## config.mk

```make
export PLATFORM = sky130hd
export DESIGN_NAME = rom_burst_reader
export DESIGN_NICKNAME = d
export VERILOG_FILES = /design/src/rtl/rom_burst_reader.sv
export SDC_FILE = /design/constraint.sdc
export NUM_CORES = 1
export LEC_CHECK = 0
export ABC_AREA = 1
export CAP_MARGIN = 25
export CORE_MARGIN = 4
export CORE_UTILIZATION = 40
export CTS_BUF_LIST = sky130_fd_sc_hd__clkbuf_4
export CTS_CLUSTER_DIAMETER = 40
export DETAILED_ROUTE_END_ITERATION = 8
export GPL_ROUTABILITY_DRIVEN = 0
export PLACE_DENSITY = 0.65
export RECOVER_POWER = 100
export SYNTH_ARGS = -nofsm -noshare
export SYNTH_HDL_FRONTEND = slang
export SYNTH_SLANG_ARGS = --single-unit
```

## constraint.sdc

```tcl
create_clock -name clk -period 2.1 [get_ports clk]
set_clock_uncertainty 0.2 [all_clocks]
set_input_delay 0.42 -clock clk [delete_from_list [all_inputs] [get_ports clk]]
set_output_delay 0.42 -clock clk [all_outputs]
set_load 0.005 [all_outputs]
```

## src/rtl/rom_burst_reader.sv

```systemverilog
// rom_burst_reader: burst address sequencer for a synchronous ROM.
// A start request walks `length` consecutive (wrapping) addresses from
// base_addr. Each returned byte goes into a small skid FIFO whose head is
// registered, so the consumer sees a valid/ready stream without losing or
// duplicating bytes. Issue is credit-limited so the FIFO can never overflow.
module rom_burst_reader #(
  parameter int ADDR_W  = 10,
  parameter int DATA_W  = 8,
  parameter int ROM_LAT = 1,
  parameter int FIFO_D  = 4
) (
  input  logic              clk,
  input  logic              rst,
  input  logic              start,
  input  logic [ADDR_W-1:0] base_addr,
  input  logic [ADDR_W:0]   length,
  output logic [ADDR_W-1:0] rom_addr,
  input  logic [DATA_W-1:0] rom_data,
  output logic [DATA_W-1:0] out_data,
  output logic              out_valid,
  input  logic              out_ready,
  output logic              busy,
  output logic              done
);

  // Occupancy counter must hold 0..FIFO_D; pointers index 0..FIFO_D-1.
  localparam int CNT_W = $clog2(FIFO_D + 1);
  localparam int PTR_W = (FIFO_D > 1) ? $clog2(FIFO_D) : 1;
  localparam logic [CNT_W:0]    DEPTH_C = (CNT_W + 1)'(FIFO_D);
  localparam logic [PTR_W-1:0]  LAST_PTR_C = PTR_W'(FIFO_D - 1);
  localparam logic [CNT_W-1:0]  ONE_C = CNT_W'(1);
  localparam logic [ADDR_W:0]   LEN_ONE_C = (ADDR_W + 1)'(1);

  typedef enum logic [1:0] {
    ST_IDLE  = 2'd0,
    ST_ISSUE = 2'd1,
    ST_DRAIN = 2'd2,
    ST_DONE  = 2'd3
  } state_t;

  // Circular pointer advance that also works for non-power-of-two depths.
  function automatic logic [PTR_W-1:0] ptr_inc(input logic [PTR_W-1:0] p);
    logic [PTR_W-1:0] r;
    if (p == LAST_PTR_C) begin
      r = {PTR_W{1'b0}};
    end else begin
      r = p + PTR_W'(1);
    end
    return r;
  endfunction

  // Control state
  state_t              state_r;
  state_t              state_s;
  logic [ADDR_W-1:0]   addr_cnt_r;
  logic [ADDR_W:0]     remain_r;
  logic [ROM_LAT-1:0]  pipe_r;

  // Registered outputs
  logic [ADDR_W-1:0]   rom_addr_r;
  logic [DATA_W-1:0]   out_data_r;
  logic                out_valid_r;
  logic                busy_r;
  logic                done_r;

  // Skid FIFO storage (out_data_r mirrors the entry at rd_ptr_r)
  logic [DATA_W-1:0]   mem_r [FIFO_D];
  logic [PTR_W-1:0]    wr_ptr_r;
  logic [PTR_W-1:0]    rd_ptr_r;
  logic [CNT_W-1:0]    count_r;

  // Combinational helpers
  logic                issue_s;
  logic                load_s;
  logic [ADDR_W-1:0]   issue_addr_s;
  logic                push_s;
  logic                pop_s;
  logic [CNT_W-1:0]    in_flight_s;
  logic                credit_ok_s;
  logic [CNT_W-1:0]    count_next_s;
  logic [PTR_W-1:0]    rd_ptr_next_s;
  logic [DATA_W-1:0]   head_next_s;

  assign rom_addr  = rom_addr_r;
  assign out_data  = out_data_r;
  assign out_valid = out_valid_r;
  assign busy      = busy_r;
  assign done      = done_r;

  // Credit accounting: words already buffered plus words still inside the ROM.
  always_comb begin
    in_flight_s = {CNT_W{1'b0}};
    for (int i = 0; i < ROM_LAT; i++) begin
      in_flight_s = in_flight_s + CNT_W'(pipe_r[i]);
    end
    credit_ok_s = (({1'b0, count_r} + {1'b0, in_flight_s}) < DEPTH_C);
    push_s      = pipe_r[ROM_LAT-1];
    pop_s       = out_valid_r & out_ready;
  end

  // Next-state logic and issue decision; the first address goes out with start.
  always_comb begin
    state_s = state_r;
    issue_s = 1'b0;
    load_s  = 1'b0;
    case (state_r)
      ST_IDLE: begin
        if (start) begin
          if (length == {(ADDR_W + 1){1'b0}}) begin
            state_s = ST_DONE;
          end else begin
            load_s  = 1'b1;
            issue_s = 1'b1;
            if (length == LEN_ONE_C) begin
              state_s = ST_DRAIN;
            end else begin
              state_s = ST_ISSUE;
            end
          end
        end else begin
          state_s = ST_IDLE;
        end
      end
      ST_ISSUE: begin
        if (credit_ok_s) begin
          issue_s = 1'b1;
          if (remain_r == LEN_ONE_C) begin
            state_s = ST_DRAIN;
          end else begin
            state_s = ST_ISSUE;
          end
        end else begin
          state_s = ST_ISSUE;
        end
      end
      ST_DRAIN: begin
        if ((count_r == ONE_C) && pop_s && (in_flight_s == {CNT_W{1'b0}})) begin
          state_s = ST_DONE;
        end else begin
          state_s = ST_DRAIN;
        end
      end
      ST_DONE: begin
        state_s = ST_IDLE;
      end
      default: begin
        state_s = ST_IDLE;
      end
    endcase
    if (load_s) begin
      issue_addr_s = base_addr;
    end else begin
      issue_addr_s = addr_cnt_r;
    end
  end

  // FIFO bookkeeping: next occupancy and the value the registered head takes.
  always_comb begin
    count_next_s  = count_r;
    rd_ptr_next_s = ptr_inc(rd_ptr_r);
    head_next_s   = out_data_r;
    case ({push_s, pop_s})
      2'b10:   count_next_s = count_r + ONE_C;
      2'b01:   count_next_s = count_r - ONE_C;
      default: count_next_s = count_r;
    endcase
    if (pop_s && (count_r > ONE_C)) begin
      head_next_s = mem_r[rd_ptr_next_s];
    end else if (push_s && ((count_r == {CNT_W{1'b0}}) || (pop_s && (count_r == ONE_C)))) begin
      head_next_s = rom_data;
    end else begin
      head_next_s = out_data_r;
    end
  end

  // State register plus registered busy/done derived from the next state.
  always_ff @(posedge clk or negedge rst) begin
    if (!rst) begin
      state_r <= ST_IDLE;
      busy_r  <= 1'b0;
      done_r  <= 1'b0;
    end else begin
      state_r <= state_s;
      busy_r  <= (state_s != ST_IDLE);
      done_r  <= (state_s == ST_DONE);
    end
  end

  // Address walker: ROM address, next address, remaining words, in-flight pipe.
  always_ff @(posedge clk or negedge rst) begin
    if (!rst) begin
      rom_addr_r <= {ADDR_W{1'b0}};
      addr_cnt_r <= {ADDR_W{1'b0}};
      remain_r   <= {(ADDR_W + 1){1'b0}};
      pipe_r     <= {ROM_LAT{1'b0}};
    end else begin
      pipe_r[0] <= issue_s;
      for (int i = 1; i < ROM_LAT; i++) begin
        pipe_r[i] <= pipe_r[i-1];
      end
      if (issue_s) begin
        rom_addr_r <= issue_addr_s;
        addr_cnt_r <= issue_addr_s + ADDR_W'(1);
        if (load_s) begin
          remain_r <= length - LEN_ONE_C;
        end else begin
          remain_r <= remain_r - LEN_ONE_C;
        end
      end else begin
        rom_addr_r <= rom_addr_r;
        addr_cnt_r <= addr_cnt_r;
        remain_r   <= remain_r;
      end
    end
  end

  // Skid FIFO: storage, pointers, occupancy and the registered stream head.
  always_ff @(posedge clk or negedge rst) begin
    if (!rst) begin
      for (int i = 0; i < FIFO_D; i++) begin
        mem_r[i] <= {DATA_W{1'b0}};
      end
      wr_ptr_r    <= {PTR_W{1'b0}};
      rd_ptr_r    <= {PTR_W{1'b0}};
      count_r     <= {CNT_W{1'b0}};
      out_data_r  <= {DATA_W{1'b0}};
      out_valid_r <= 1'b0;
    end else begin
      if (push_s) begin
        mem_r[wr_ptr_r] <= rom_data;
        wr_ptr_r        <= ptr_inc(wr_ptr_r);
      end else begin
        wr_ptr_r <= wr_ptr_r;
      end
      if (pop_s) begin
        rd_ptr_r <= rd_ptr_next_s;
      end else begin
        rd_ptr_r <= rd_ptr_r;
      end
      count_r     <= count_next_s;
      out_data_r  <= head_next_s;
      out_valid_r <= (count_next_s != {CNT_W{1'b0}});
    end
  end

endmodule

```

# Yosys cells after proc, flatten, opt, wreduce, memory -nomap -nowiden
# Index checks and enable logic that the tools add are counted.
# Widths: inputs -> output; s select.
totals:
  reg_bits: 84
  word_cells: 81
classes:
  add_sub_neg: 8
  magnitude_cmp: 5
  n_eq_ne: 11
  muxes: 25
  bitwise: 3
  n_reduce_logical: 13
op_table:
  columns: ["op", "count"]
  rows:
  - ["$mux 8", 5]
  - ["$bwmux 32", 1]
  - ["$eq 11x1->1 const B", 2]
  - ["$sub 11x1->11 const B", 2]
  - ["$bmux 8 s2", 1]
  - ["$demux 8 s2", 1]
  - ["$mux 2", 7]
  - ["$eq 2x2->1 const B", 6]
  - ["$logic_not 11->1", 1]
  - ["$mux 11", 1]
  - ["$add 10x1->10 const B", 1]
  - ["$mux 10", 1]
  - ["$pmux 2 s4", 1]
  - ["$ge 3x3->1 const B", 2]
  - ["$logic_not 3->1", 2]
  - ["$not 2->3", 2]
  - ["$pmux 3 s2", 1]
  - ["$logic_and 1x1->1", 5]
  - ["$mux 1", 5]
  - ["$add 2x1->2 const B", 2]
  - ["$add 3x1->4", 1]
  - ["$eq 2x1->1 const B", 2]
  - ["$lt 4x3->1 const B", 1]
  - ["$reduce_bool 2->1", 2]
  - ["other kinds (10)", 10]

# Depth between registers and ports, before layout
depth:
  word_depth: 7
  depth_mapped: 14
  mapped_depth_nobuf: 14

# Worst setup path before layout
# Ideal clock, no wire load.
synth_path:
  path_kind: "input -> register"
  startpoint: "in length[0]"
  endpoint: "reg addr_cnt_r[6]"
  setup_time_ns: 0.124
  arrival_ns: 1.817
  path_slack_ns: -0.041
  stages: 14
  path_buffers: 0
  cell_sequence: "inv_1 > ha_1 > nand2_2 > nor2_4 > nand3_4 > nand2_8 > nand2_1 > nand2_2 > ha_1 > nand2_1 > nor2_4 > nand2_1 > nand3_1 > nand3_1"
synth_via:
  elab_chain_len: 6
synth_rtl:
  columns: ["element", "line", "rtl"]
  rows:
  - ["start, declared", "16", "input logic [ADDR_W:0] length,"]
  - ["$logic_not 11->1", "109", "if (length == {(ADDR_W + 1){1'b0}}) begin"]
  - ["$mux 1", "109", null]
  - ["$mux 1", "108", "if (start) begin"]
  - ["$mux 1", "106", "case (state_r)"]
  - ["$mux 10", "150", "if (load_s) begin"]
  - ["named net issue_addr_s[0]", "75", "logic [ADDR_W-1:0] issue_addr_s;"]
  - ["$add 10x1->10", "203", "addr_cnt_r <= issue_addr_s + ADDR_W'(1);"]
  - ["end signal, assigned", "193", "addr_cnt_r <= {ADDR_W{1'b0}};"]
  - ["end signal, assigned", "203", null]
  - ["end signal, assigned", "211", "addr_cnt_r <= addr_cnt_r;"]
  - ["end, declared", "55", "logic [ADDR_W-1:0] addr_cnt_r;"]
# The timed path passes the listed nets, and every way through them passes these cells.
# A chain may end at the register's enable or synchronous reset.

# Final worst setup path
layout_path:
  startpoint: "in length[6]"
  endpoint: "reg addr_cnt_r[4]"
# The elaborated chain is that of the path after synthesis.

==> metrics.csv <==
stage;metric;value;unit
setup_path;start_kind;input pin;
yosys;postSynthAreaPerCell;8.08;um^2
drt;drc_errors;0;
sta;fmax;485;MHz
clocking;cts_tree;built;
yosys;synth_ff_type;dfrtp_1;
placement;dp_hpwl;8440;um
floorplanning;start_util;41.3;%
global_route;grt_pass1_vias;4196;
sta;setup_viol;0;
placement;place.port_buffers;53;
setup_path;cp_max_fo;6;
sta;fin_crit;2.06;ns
clocking;clkLatencyLatePin;0.44;ns
power;power_density;1460;nW/um^2
setup_path;worstSetupPathType;in -> reg;
global_route;grt-ovfl-total;0;
run;cap_violations;0;
finish;stdcell_area;5910;um^2
clocking;cts.htree.levels;3;
sta;finalHoldViolations;0;
clocking;root_buffer;clkbuf_4;
sta;worst_slew_pin_slew;0.882;ns
setup_path;slowest_delay;0.44;ns
drt;drt_iter0_markers;209;
finish;instances_no_fill;825;
global_route;grt_pass1_wl;19600;um
yosys;syn_inst;559;
finish;drive_gt1_share;21.0;%
sta;fin_crit_sh;98.2;%
floorplanning;fp.dieW;114;um
setup_path;cp-end-kind;register;
yosys;synth_fp_nets;608;
yosys;ys_types;39;
floorplanning;core_area;10900;um^2
placement;dp.cells;798;
drt;viasPerCell;5.03;
global_route;grt_max_degree;35;
setup_path;worstPathCellList;clkdlybuf4s50_1 -> inv_2 -> nand2_2 -> nor2_4 -> nand3_4 -> clkbuf_4 -> nand3_2 -> nand2_2 -> ha_4 -> nand2_2 -> nor2_4 -> buf_4 -> nand2_1 -> o211ai_1;
setup_path;critical_path_required;2.23;ns
global_route;grt.total_usage;18.5;%
placement;place_ws;-0.578;ns
clocking;clock-sinks;84;
floorplanning;rows;38;
sta;slew_violations;0;
finish;nets;729;
setup_path;arrival;2.19;ns
placement;placed_cell_area;5620;um^2
yosys;synth-edff-count;0;
drt;firstDrtPassIters;4;
yosys;synth_seq_cells;84;
finish;seqCellArea;2100;um^2
setup_path;crit_slowest_cell;clkdlybuf4s50_1;
floorplanning;die_area;13100;um^2
drt;ant_nets;0;
finish;areaGrowthSynthToFinish;30.9;%
worst_hold_path;min_path_type;in -> reg;
finish;antennaDiodeCount;0;
finish;nFillCells;1023;
finish;multi_input_area;2200;um^2
yosys;async_reset_ff_share;100;%
sta;maxSlewHeadroom;41.2;%
clocking;clockBufferDepth;2;
yosys;syn-cell-area;4520;um^2
sta;setup_slack;0.0368;ns
finish;final_cell_mix;nand2_1, dfrtp_1, o21ai_0, buf_4, clkdlybuf4s50_1;
global_route;antenna_found_initial;0;
drt;num_vias;4152;
finish;layout_commonest_cell;nand2_1;
yosys;seq_area_frac_synth;46.5;%
run_status;status;complete, no violations;
yosys;yosysWarningCount;0;
sta;timing.hold.ws;0.269;ns
floorplanning;io_pins;54;
power;max-vdd-ir-drop;0.000776;V
drt;post_drt_wl_per_cell;14.0;um
power;leakage;2.86;nW
clocking;cts_inserted_buffers;9;
setup_path;cpMostUsedCell;nand2_2;
drt;finalWirelength;11500;um
clocking;cts.clk_slew.worst_paths;0.13;ns
floorplanning;fp.dieH;114;um
metal layers:
metal	vias to the layer above	wire length, um	global-route usage, %
met5	-	0	0
met4	0	217	5.86
met3	18	590	4.86
met2	91	5600	30.6
met1	1962	5110	23.6
li1	2081	-	-
final cells by class:
type,count,area share (%)
inverter,58,3.72
clock inverter,5,0.889
clock buffer,11,1.40
multi-input combinational,402,37.2
tap,140,2.96
sequential,84,35.5
timing repair buffer,125,18.2
cell usage after synthesis (7+ instances only):
master    count  area, um^2
nand2_2      13        81.3
nand3_1      35         175
o211ai_1      9        67.6
clkbuf_1      7        26.3
ha_1         16         200
nand2_1     148         556
inv_1        48         180
nor2_1       47         176
a21oi_1      18        90.1
dfrtp_1      84        2100
inv_2         9        33.8
o21ai_0      61         305
repair_timing:
action | 4_1_cts | 5_1_grt
hold buffers | 1 | 0
setup buffers | 3 | 6
pin swaps | 7 | 8
endpoints found under the setup margin | 16 | 14
gates cloned | 1 | 0
endpoints found under the hold margin | 31 | 0
resized for setup | 7 | 19
cell families after synthesis:
logic type               synth area share (%)
AO/OA/AOI/OAI                            14.7
adder cells (fa/ha/maj)                  4.43
buffers and inverters                    6.90
multiplexers                            0.249
AND/OR/NAND/NOR                          26.4
XOR/XNOR                                0.776
flip-flops                               46.5
through the flow:
| step | power (mW) | TNS, ns | utilization (%) |
|---|---|---|---|
| after global routing | 9.47 | -0.00520 | 54.1 |
| after CTS | 8.61 | 0 | 53.2 |
| after floorplan | 5.69 | 0 | - |
| final | 8.63 | 0 | 54.1 |
| after global placement | 7.41 | -13.87 | 51.4 |
| after detailed placement | 7.58 | -16.42 | 51.4 |
state kept, by name (all words and copies together), names as in the netlist:
register	count
wr_ptr_r	2
count_r	3
out_valid	1
addr_cnt_r	10
done	1
rom_addr	10
pipe_r	1
rd_ptr_r	2
out_data	8
remain_r	11
busy	1
state_r	2
mem_r	32
critical path: cells and delay by family:
kind            cells  cell delay, ns
compound gates      1            0.07
fa+ha+maj           1            0.17
buf+inv             4            0.83
simple gates        8            0.70
report_power, final:
| part | switching, mW | leakage [nW] | internal [mW] | total [mW] |
|---|---|---|---|---|
| clock network | 0.567 | 0.0782 | 0.385 | 0.952 |
| registers | 0.472 | 1.03 | 2.40 | 2.88 |
| logic | 2.71 | 1.75 | 2.09 | 4.80 |
| total | 3.75 | 2.86 | 4.88 | 8.63 |
worst paths after layout:
kind                       startpoint             to  slack, ns  cells past startpoint
min in group asynchronous         rst    remain_r[5]       0.41                      2
max                         length[6]  addr_cnt_r[4]       0.04                     14
max in group asynchronous         rst      mem_r[14]       0.27                      3
min                         length[5]    remain_r[5]       0.27                      5
min reg2reg                 mem_r[11]      mem_r[11]       0.29                      2
max reg2reg                state_r[0]    rom_addr[0]       0.15                      9
Power figures use the tool's default switching activity.
